==> config.mk <==
export PLATFORM = sky130hd
export DESIGN_NAME = softmax_norm
export DESIGN_NICKNAME = d
export VERILOG_FILES = /design/src/rtl/softmax_pkg.sv /design/src/rtl/seq_divider.sv /design/src/rtl/softmax_norm.sv
export SDC_FILE = /design/constraint.sdc
export NUM_CORES = 1
export LEC_CHECK = 0
export ABC_AREA = 1
export BUFFER_PORTS_ARGS = -buffer_cell sky130_fd_sc_hd__buf_4
export CORE_MARGIN = 1.5
export CORE_UTILIZATION = 62
export CTS_CLUSTER_SIZE = 20
export DETAILED_ROUTE_END_ITERATION = 16
export GPL_ROUTABILITY_DRIVEN = 1
export HOLD_SLACK_MARGIN = 0.15
export PLACE_DENSITY = 0.79
export REMOVE_ABC_BUFFERS = 1
export SLEW_MARGIN = 0
export SYNTH_ARGS = -nofsm -noshare
export SYNTH_HDL_FRONTEND = slang
export SYNTH_SLANG_ARGS = --single-unit
==> constraint.sdc <==
create_clock -name clk -period 9.9 [get_ports clk]
set_input_delay 1.485 -clock clk [delete_from_list [all_inputs] [get_ports clk]]
set_output_delay 1.485 -clock clk [all_outputs]
set_load 0.03 [all_outputs]
==> src/rtl/softmax_pkg.sv <==
// Shared constants, FSM state type and sum-width helper for the softmax normalisation stage.
package softmax_pkg;

  localparam int N_DEF     = 16;
  localparam int EXP_W_DEF = 32;
  localparam int OUT_W_DEF = 16;

  typedef enum logic [1:0] {ACCUM, DIV, OUT} norm_state_t;

  // A row of n values of exp_w bits summed without overflow.
  function automatic int sum_w(input int n, input int exp_w);
    return exp_w + $clog2(n);
  endfunction

  localparam int SUM_W = sum_w(N_DEF, EXP_W_DEF);

endpackage

==> src/rtl/seq_divider.sv <==
// Restoring divider, one quotient bit per cycle; done pulses QW cycles after start.
// Requires dividend/divisor < 2^QW, so the initial partial remainder is below the divisor.
module seq_divider #(
  parameter int DW  = 48,
  parameter int DSW = 36,
  parameter int QW  = 17
) (
  input  logic           clk,
  input  logic           reset,
  input  logic           start,
  input  logic [DW-1:0]  dividend,
  input  logic [DSW-1:0] divisor,
  output logic           done,
  output logic [QW-1:0]  quotient,
  output logic           div_by_zero
);
  localparam int STW = $clog2(QW);
  localparam int RW  = DW - QW;

  logic           run;
  logic [STW-1:0] step;
  logic [DSW-1:0] rem;
  logic [DSW-1:0] den;
  logic [QW-1:0]  shreg;
  logic [QW-2:0]  q;
  logic [DSW:0]   trial;
  logic [DSW:0]   diff;
  logic           ge;

  // With rem < den the borrow bit alone tells whether the trial subtract fits.
  always_comb begin
    trial       = {rem, shreg[QW-1]};
    diff        = trial - {1'b0, den};
    ge          = ~diff[DSW];
    quotient    = {q, ge};
    done        = run && (step == STW'(QW-1));
    div_by_zero = (den == '0);
  end

  always_ff @(posedge clk) begin
    if (reset) begin
      run   <= 1'b0;
      step  <= '0;
      rem   <= '0;
      den   <= '0;
      shreg <= '0;
      q     <= '0;
    end else if (start) begin
      run   <= 1'b1;
      step  <= '0;
      rem   <= {{(DSW-RW){1'b0}}, dividend[DW-1:QW]};
      den   <= divisor;
      shreg <= dividend[QW-1:0];
      q     <= '0;
    end else if (run) begin
      rem   <= ge ? diff[DSW-1:0] : trial[DSW-1:0];
      shreg <= {shreg[QW-2:0], 1'b0};
      q     <= quotient[QW-2:0];
      step  <= step + 1'b1;
      if (done) run <= 1'b0;
    end
  end

endmodule

==> src/rtl/softmax_norm.sv <==
// Accumulates a row of N exponents into Sum_exp, then emits exp[i]/Sum_exp as Q0.OUT_W probabilities.
// exp_ready is low outside ACCUM; each prob is held until prob_ready.
module softmax_norm
  import softmax_pkg::*;
#(
  parameter int N     = N_DEF,
  parameter int EXP_W = EXP_W_DEF,
  parameter int OUT_W = OUT_W_DEF
) (
  input  logic                         clk,
  input  logic                         reset,
  input  logic                         exp_valid,
  input  logic [EXP_W-1:0]             exp,
  output logic                         exp_ready,
  output logic                         sum_valid,
  output logic [EXP_W+$clog2(N)-1:0]   Sum_exp,
  output logic                         prob_valid,
  output logic [OUT_W-1:0]             prob,
  output logic [$clog2(N)-1:0]         prob_idx,
  output logic                         prob_last,
  input  logic                         prob_ready,
  output logic                         busy
);
  localparam int CW = $clog2(N);
  localparam int SW = sum_w(N, EXP_W);
  localparam int QW = OUT_W + 1;
  localparam int DW = EXP_W + OUT_W;

  norm_state_t      state, state_nxt;
  logic [CW-1:0]    cnt, idx, sel_idx;
  logic [SW-1:0]    acc, acc_nxt, divisor;
  logic [EXP_W-1:0] elem_buf [N];
  logic [EXP_W-1:0] elem_sel;
  logic             accept, row_done, out_hs, next_elem, div_start;
  logic             div_done, div_zero;
  logic [QW-1:0]    quotient;
  logic [OUT_W-1:0] prob_nxt;

  assign accept    = exp_valid && (state == ACCUM);
  assign row_done  = accept && (cnt == CW'(N-1));
  assign out_hs    = (state == OUT) && prob_ready;
  assign next_elem = out_hs && (idx != CW'(N-1));
  assign acc_nxt   = acc + SW'(exp);
  assign busy      = (state != ACCUM) || (cnt != '0);

  // The divider starts on the same edge that finalises the sum or retires a prob,
  // so the final sum and the next element are fed straight in.
  assign div_start = row_done || next_elem;
  assign sel_idx   = row_done ? '0 : idx + 1'b1;
  assign elem_sel  = (row_done && cnt == '0) ? exp : elem_buf[sel_idx];
  assign divisor   = row_done ? acc_nxt : Sum_exp;

  seq_divider #(.DW(DW), .DSW(SW), .QW(QW)) u_div (
    .clk         (clk),
    .reset       (reset),
    .start       (div_start),
    .dividend    ({elem_sel, {OUT_W{1'b0}}}),
    .divisor     (divisor),
    .done        (div_done),
    .quotient    (quotient),
    .div_by_zero (div_zero)
  );

  always_comb begin
    if (div_zero)           prob_nxt = '0;
    else if (quotient[QW-1]) prob_nxt = '1;
    else                    prob_nxt = quotient[OUT_W-1:0];
  end

  always_comb begin
    state_nxt  = state;
    exp_ready  = 1'b0;
    prob_valid = 1'b0;
    case (state)
      ACCUM: begin
        exp_ready = 1'b1;
        if (row_done) state_nxt = DIV;
      end
      DIV: if (div_done) state_nxt = OUT;
      OUT: begin
        prob_valid = 1'b1;
        if (out_hs) state_nxt = (idx == CW'(N-1)) ? ACCUM : DIV;
      end
      default: state_nxt = ACCUM;
    endcase
  end

  always_ff @(posedge clk) begin
    if (accept) elem_buf[cnt] <= exp;
  end

  always_ff @(posedge clk) begin
    if (reset) begin
      state     <= ACCUM;
      cnt       <= '0;
      idx       <= '0;
      acc       <= '0;
      Sum_exp   <= '0;
      sum_valid <= 1'b0;
      prob      <= '0;
      prob_idx  <= '0;
      prob_last <= 1'b0;
    end else begin
      state     <= state_nxt;
      sum_valid <= row_done;
      if (row_done) begin
        cnt     <= '0;
        acc     <= '0;
        idx     <= '0;
        Sum_exp <= acc_nxt;
      end else if (accept) begin
        cnt <= cnt + 1'b1;
        acc <= acc_nxt;
      end
      if (next_elem) idx <= idx + 1'b1;
      if (state == DIV && div_done) begin
        prob      <= prob_nxt;
        prob_idx  <= idx;
        prob_last <= (idx == CW'(N-1));
      end
    end
  end

endmodule
==> results of run 1 <==
worst max-delay path: stages:
cell	delay (ps)
buf_4	120
nand2_2	440
nor2_4	220
buf_4	390
nor2_4	780
buf_4	870
nand2_1	140
nand3_1	120
nand3_1	90
nand3_1	120
nand2_1	90
nand2_1	80
nand2_1	80
a21oi_1	190
per-stage QoR:
step | cells | hold WS (ps) | utilization
after floorplan | 3777 | 427 | -
after global placement | 4602 | 443 | 0.654
after detailed placement | 4602 | 451 | 0.654
after CTS | 4735 | 464 | 0.700
after global routing | 4735 | 485 | 0.700
final | 4735 | 466 | 0.700
worst max path at each step:
stage                          from               to  slack [ps]  cells past startpoint
final                     exp_valid     u_div.rem[5]        5040                     14
after floorplan           exp_valid  u_div.shreg[16]        3480                      9
after global placement    exp_valid    u_div.rem[23]        4610                      9
after CTS                 exp_valid    u_div.rem[17]        5120                      9
after detailed placement  exp_valid     u_div.rem[5]        4520                      9
after global routing      exp_valid    u_div.rem[20]        4840                      9
cell families after synthesis:
logic type	Yosys count	synth area share
simple gates	1996	0.244
flops	711	0.565
buf+inv	670	0.0795
compound gates	456	0.0748
fa+ha+maj	77	0.0286
xor+xnor	33	0.00865
power groups by stage:
stage / clock (mW) / sequential, mW / combinational, mW
floorplan: 0 / 3.30 / 0.218
global placement: 0 / 3.31 / 0.358
detailed placement: 0 / 3.31 / 0.361
CTS: 2.90 / 3.24 / 0.364
global route: 3.02 / 3.24 / 0.409
finish: 2.89 / 3.24 / 0.375
flip-flops by register name, indices dropped and copies added (netlist names):
register     cells
elem_buf       512
Sum_exp         36
acc             36
u_div.den       36
u_div.rem       36
prob            16
u_div.q         16
u_div.step       5
cnt              4
idx              4
prob_idx         4
state            2
prob_last        1
sum_valid        1
u_div.run        1
u_div.shreg      1
placed cells by master (no fill, tap or decap), types with 16 or more instances in the layout:
cell and instances:
o22ai_1 24, nand2_1 1024, edfxtp_1 512, nor2_1 378, or2_2 20, nand4_1 22
ha_1 75, o21bai_1 42, nand3_1 488, dfxtp_1 199, a21oi_1 160, clkbuf_16 75
nor2_4 23, buf_4 129, o21ai_0 140, o211ai_1 21, xor2_1 21, o2111ai_1 16
o21ai_1 40, inv_1 492
layer usage:
metal / track usage / wire (um)
met5: 0 / 14
met1: 0.474 / 39600
met3: 0.0742 / 10700
met2: 0.586 / 47100
met4: 0.189 / 5540
layout make-up:
| cell class | instances | area share |
|---|---|---|
| Clock inverter | 37 | 0.0132 |
| Sequential cell | 711 | 0.510 |
| Clock buffer | 96 | 0.0533 |
| Multi-Input combinational cell | 2562 | 0.325 |
| Tap cell | 696 | 0.0229 |
| Inverter | 504 | 0.0499 |
| Timing Repair Buffer | 129 | 0.0255 |
==> metrics.md, run 1 <==
| Metric | Value |
|---|---|
| Status | `finished clean` |
| Multi-input gate area | `12400 sq um` |
| CTS tree | `built` |
| Antenna violations before repair | `3` |
| Clk buf depth | `3` |
| Residual DRC count | `0` |
| Die width | `238 um` |
| CTS root buffer | `clkbuf_16` |
| Antenna cells | `0` |
| Layout Nets | `4094` |
| Global-route wire length before repair | `155 mm` |
| Fin. Hold Viols | `0` |
| Final HPWL DP | `66.5 mm` |
| Vias | `28100` |
| Share of flip-flops with an asynchronous set or reset | `0` |
| Largest net degree at the start of global routing | `108` |
| Post-route setup slack | `5040 ps` |
| Initial Util | `0.632` |
| DR vias/cell | `5.94` |
| DR pass1 iterations | `5` |
| Synth unique cells | `44` |
| Yosys reg bits | `711` |
| Cell accounting for the most synthesized area | `edfxtp_1` |
| Worst-path clk slew | `60 ps` |
| Final Slew Violations | `0` |
| Crit path launch type | `input pin` |
| Net Sw Frac | `0.225` |
| Class of the worst hold path | `flop to flop` |
| # H-tree levels | `3` |
| Die area | `56700 sq um` |
| Filler cells | `4222` |
| Port bufs | `96` |
| Synthesis-to-layout area growth | `10.8%` |
| Final setup viols | `0` |
| Crit path max fanout | `90` |
| Vias in the first global route | `26900` |
| Pwr dens | `171 nW/um^2` |
| Place WS | `4520 ps` |
| Power share of the sequential group | `0.498` |
| Post-synth top area share | `0.449` |
| Fraction of layout cells with a size suffix above 1 | `0.0787` |
| Num CTS Buffers | `73` |
| Post-DR wirelength/cell | `21.8 um` |
| Combinational Power Share | `0.058` |
| Critical Setup Path Class | `input pin to flop` |
| Critical Path AT | `5410 ps` |
| Post-cts gate resize count | `0` |
| Crit end category | `flop` |
| Worst-case vdd ir drop | `177 uV` |
| Reg2Reg Launch Point | `idx[0]` |
| Hold path cells | `2` |
| Top FF cell, synth | `edfxtp_1` |
| Worst-Skew Late Latency | `630 ps` |
| Synthesized instance count | `3943` |
| Synthesis Warnings | `0` |
| Seq/Total Area, Yosys | `0.565` |
| Most frequent cells after synthesis | `nand2_1, edfxtp_1, inv_1` |
| EDFF count, synth | `512` |
| Max frequency | `206 MHz` |
| Post-Syn Area per Cell | `8.69 sq um` |
| FF-to-FF setup slack | `5390 ps` |
| Main area contributors after synthesis | `edfxtp_1, dfxtp_1, nand2_1` |
| Total power | `6.51 mW` |
| Period minus WS final | `4860 ps` |
| Total track usage | `0.365` |
| Critical Path RT | `10440 ps` |
| Final WL | `103 mm` |
| Clock Sinks | `711` |
| Min-Delay Endpoint | `u_div.den[31]` |
| Finished Cell Area | `38000 sq um` |
| Clock skew | `22.7 ps` |
| Ports | `97` |
| Top-count cell post-synth | `nand2_1` |
| Cts hold-fix bufs | `0` |
| DP Area | `35400 sq um` |
| Unrepaired setup endpoints after global routing | `false` |
| Post-route setup TNS | `0 ps` |
| Psw | `1.46 mW` |
| Reg2reg path depth | `11` |
| Tightest Pin Transition | `1290 ps` |
| Final worst path period share | `0.491` |
| Die Ht | `238 um` |
| Internal power | `5.05 mW` |
| ANT nets after route | `0` |
| Relative slew slack | `0.138` |
| Register Area | `19400 sq um` |
| Total gr overflow | `0` |
| Leak | `16.4 nW` |
| Drt initial violations | `3145` |
| Core area | `54200 sq um` |
| HP Start | `u_div.den[31]` |
| R2r endpoint | `u_div.rem[17]` |
| Global placer's final weighted congestion | `1.04` |
| Rows | `85` |
| Synth Cell Area | `34300 sq um` |
| Max_cap viols | `0` |
| Postcts setup bufs | `0` |
| Power share of the clock group | `0.444` |
Note: power is estimated with default switching activity, not from simulation.
==> inputs of run 2 (changes only) <==
- ABC_AREA: 1 -> 0
- CORE_UTILIZATION: 62 -> 56
- PLACE_DENSITY: 0.79 -> 0.76
- clock period: 9.9 -> 4.09 ns (I/O delays scaled with it)
==> metrics.md, run 2 <==
| Metric | Value |
|---|---|
| Total gr overflow | `0` |
| Largest family of logic cells by synthesized area | `compound AO/OA/AOI/OAI gates` |
| Min-Delay Endpoint | `state[1]` |
| Most frequent cells in the layout | `edfxtp_1, nand2_1, a21oi_1` |
| Antenna cells | `0` |
| Post-synth top area share | `0.492` |
| Period minus WS final | `3850 ps` |
| Num CTS Buffers | `73` |
| Status | `finished clean` |
| Residual DRC count | `0` |
| Top-count cell post-synth | `edfxtp_1` |
| Crit end category | `flop` |
| HP Start | `prob_ready` |
| DP Area | `33100 sq um` |
| Max frequency | `260 MHz` |
| Hold path cells | `3` |
| Initial Util | `0.567` |
| Layout Nets | `2904` |
| Max reg flops | `512` |
| Filler cells | `4214` |
| Post-synthesis mux area share | `0.0467` |
| Worst-Skew Late Latency | `630 ps` |
| Die area | `57200 sq um` |
| Finished Cell Area | `35400 sq um` |
| Post-cts gate resize count | `0` |
| FF-to-FF setup slack | `240 ps` |
| Ports | `97` |
| CTS root buffer | `clkbuf_16` |
| Seq/Total Area, Yosys | `0.620` |
| Most frequent cells after synthesis | `edfxtp_1, nand2_1, a21oi_1` |
| Fraction of layout cells with a size suffix above 1 | `0.125` |
| Final WL | `93.7 mm` |
| Global-route wire length before repair | `139 mm` |
| Crit path max fanout | `11` |
| Clock skew | `29.7 ps` |
| Antenna violations before repair | `0` |
| Relative slew slack | `0.306` |
| Postcts setup bufs | `0` |
| Post-Syn Area per Cell | `11.6 sq um` |
| Pwr dens | `432 nW/um^2` |
| Final Slew Violations | `0` |
| Max_cap viols | `0` |
| Clk buf depth | `3` |
| DR pass1 iterations | `6` |
| Share of flip-flops with an asynchronous set or reset | `0` |
| Vias | `23100` |
| CTS tree | `built` |
| Synthesis-to-layout area growth | `13.3%` |
| ANT nets after route | `0` |
| Top FF cell, synth | `edfxtp_1` |
| Port bufs | `96` |
| Post-route setup TNS | `0 ps` |
| Largest net degree at the start of global routing | `88` |
| Worst path cell trace | `ha_1 -> inv_1 -> fa_1 -> a21o_1 -> a221oi_2 -> o211ai_2 -> a2111oi_2 -> o21ai_2 -> a31oi_2 -> xnor2_2 -> buf_4 -> mux2i_1 -> o21ai_1` |
| Die width | `239 um` |
| Crit path max-delay cell type | `fa_1` |
| Synth Area in Compound Gates | `0.149` |
| Reg2Reg Launch Point | `u_div.den[0]` |
| # H-tree levels | `3` |
| Worst-path clk slew | `60 ps` |
| Main area contributors after synthesis | `edfxtp_1, dfxtp_1, nand2_1` |
| CP peak stage delay | `460 ps` |
| Fin. Hold Viols | `0` |
| Reg2reg path depth | `13` |
| Final setup viols | `0` |
| Core area | `55100 sq um` |
| Drt initial violations | `2533` |
| Crit path launch type | `flop` |
| Final HPWL DP | `61.5 mm` |
| Leak | `12.6 nW` |
| Total track usage | `0.330` |
| Class of the worst hold path | `input pin to flop` |
| Synthesis Warnings | `0` |
| Commonest non-fill, non-tap cell in the layout | `edfxtp_1` |
| Synth Cell Area | `31200 sq um` |
| Post-Synth Adder-Cell Area | `0.0313` |
| Die Ht | `239 um` |
| Yosys reg bits | `711` |
| Post-Synth XOR/XNOR Area | `0.0213` |
| Rows | `86` |
| Critical Path RT | `4570 ps` |
| Post-DR wirelength/cell | `26.0 um` |
| Vias in the first global route | `22500` |
| Final worst path period share | `0.941` |
| Clock Sinks | `711` |
| Top reg by flops | `elem_buf` |
| DR vias/cell | `6.42` |
| EDFF count, synth | `512` |
| Tightest Pin Transition | `1040 ps` |
| Critical Path AT | `4330 ps` |
| Global placer's final weighted congestion | `0.977` |
| Synth unique cells | `78` |
| Critical Setup Path Class | `flop to flop` |
| Cts hold-fix bufs | `0` |
| Synth Area in Simple Gates | `0.102` |
| Unrepaired setup endpoints after global routing | `false` |
| R2r endpoint | `u_div.rem[22]` |
| Worst-case vdd ir drop | `361 uV` |
| Cell accounting for the most synthesized area | `edfxtp_1` |
| Synthesized instance count | `2704` |
==> run 2: changes by cell type after synthesis, sizes merged, moves of 36 or more <==
| cell | change |
|---|---|
| inv | -439 |
| a21oi | +78 |
| nor2 | -225 |
| buf | -46 |
| nand2 | -667 |
| a21o | +37 |
| xnor2 | +36 |
| nand3 | -405 |
| clkbuf | +49 |
| mux2i | +112 |
==> run 2: cell families after synthesis <==
family,after synthesis
flip-flops,711
buffers and inverters,231
adder cells (fa/ha/maj),77
AND/OR/NAND/NOR,749
XOR/XNOR,75
multiplexers,131
AO/OA/AOI/OAI,730
==> run 2: report_power, final <==
group	internal (mW)	switching, mW	total, mW
registers	7.82	0.0479	7.87
logic	0.279	0.586	0.865
clock network	3.74	2.80	6.54
==> run 2: stage by stage <==
stage | utilization | cells | total power [mW] | setup slack, ps | hold WS (ps)
final | 0.642 | 3597 | 15.3 | 241 | 267
after global routing | 0.642 | 3597 | 15.7 | 39.7 | 266
after CTS | 0.642 | 3597 | 15.3 | 241 | 237
after detailed placement | 0.601 | 3464 | 8.87 | 6.73 | 447
after global placement | 0.601 | 3464 | 8.84 | 73.2 | 441
after floorplan | - | 2535 | 8.53 | -5380 | 436
==> run 2: final cells by class <==
type	instances	area, sq um	area share
clock buffers	101	2030	0.0575
clock inverters	32	272	0.00767
inverters	62	235	0.00665
multi-input cells	1762	11100	0.314
flip-flops and latches	711	19400	0.547
well taps	748	936	0.0264
repair buffers	181	1450	0.0409
==> run 2: per-layer routing <==
metal	GRT usage	vias to the layer above	wire length [um]
met4	0.153	0	4430
met5	0	-	0
met1	0.440	11300	37200
met3	0.0534	275	8180
met2	0.532	1206	43900
li1	-	10300	-
==> run 2: worst max-delay path by stage <==
stage / startpoint / to / slack [ps] / cells past startpoint
final: u_div.den[0] / u_div.rem[22] / 240 / 13
after global routing: u_div.den[0] / u_div.rem[15] / 40 / 13
after CTS: u_div.den[0] / u_div.rem[16] / 240 / 13
after detailed placement: exp[0] / u_div.den[32] / 7 / 14
after global placement: exp[0] / u_div.den[32] / 70 / 14
after floorplan: idx[0] / u_div.rem[21] / -5380 / 9
==> run 2: critical path, delay by kind of cell (launching register included) <==
kind,cells,cell delay (ps)
compound gates,7,1680
xor+xnor,1,310
fa+ha+maj,2,650
buf+inv,2,400
flops,1,410
mux,1,250
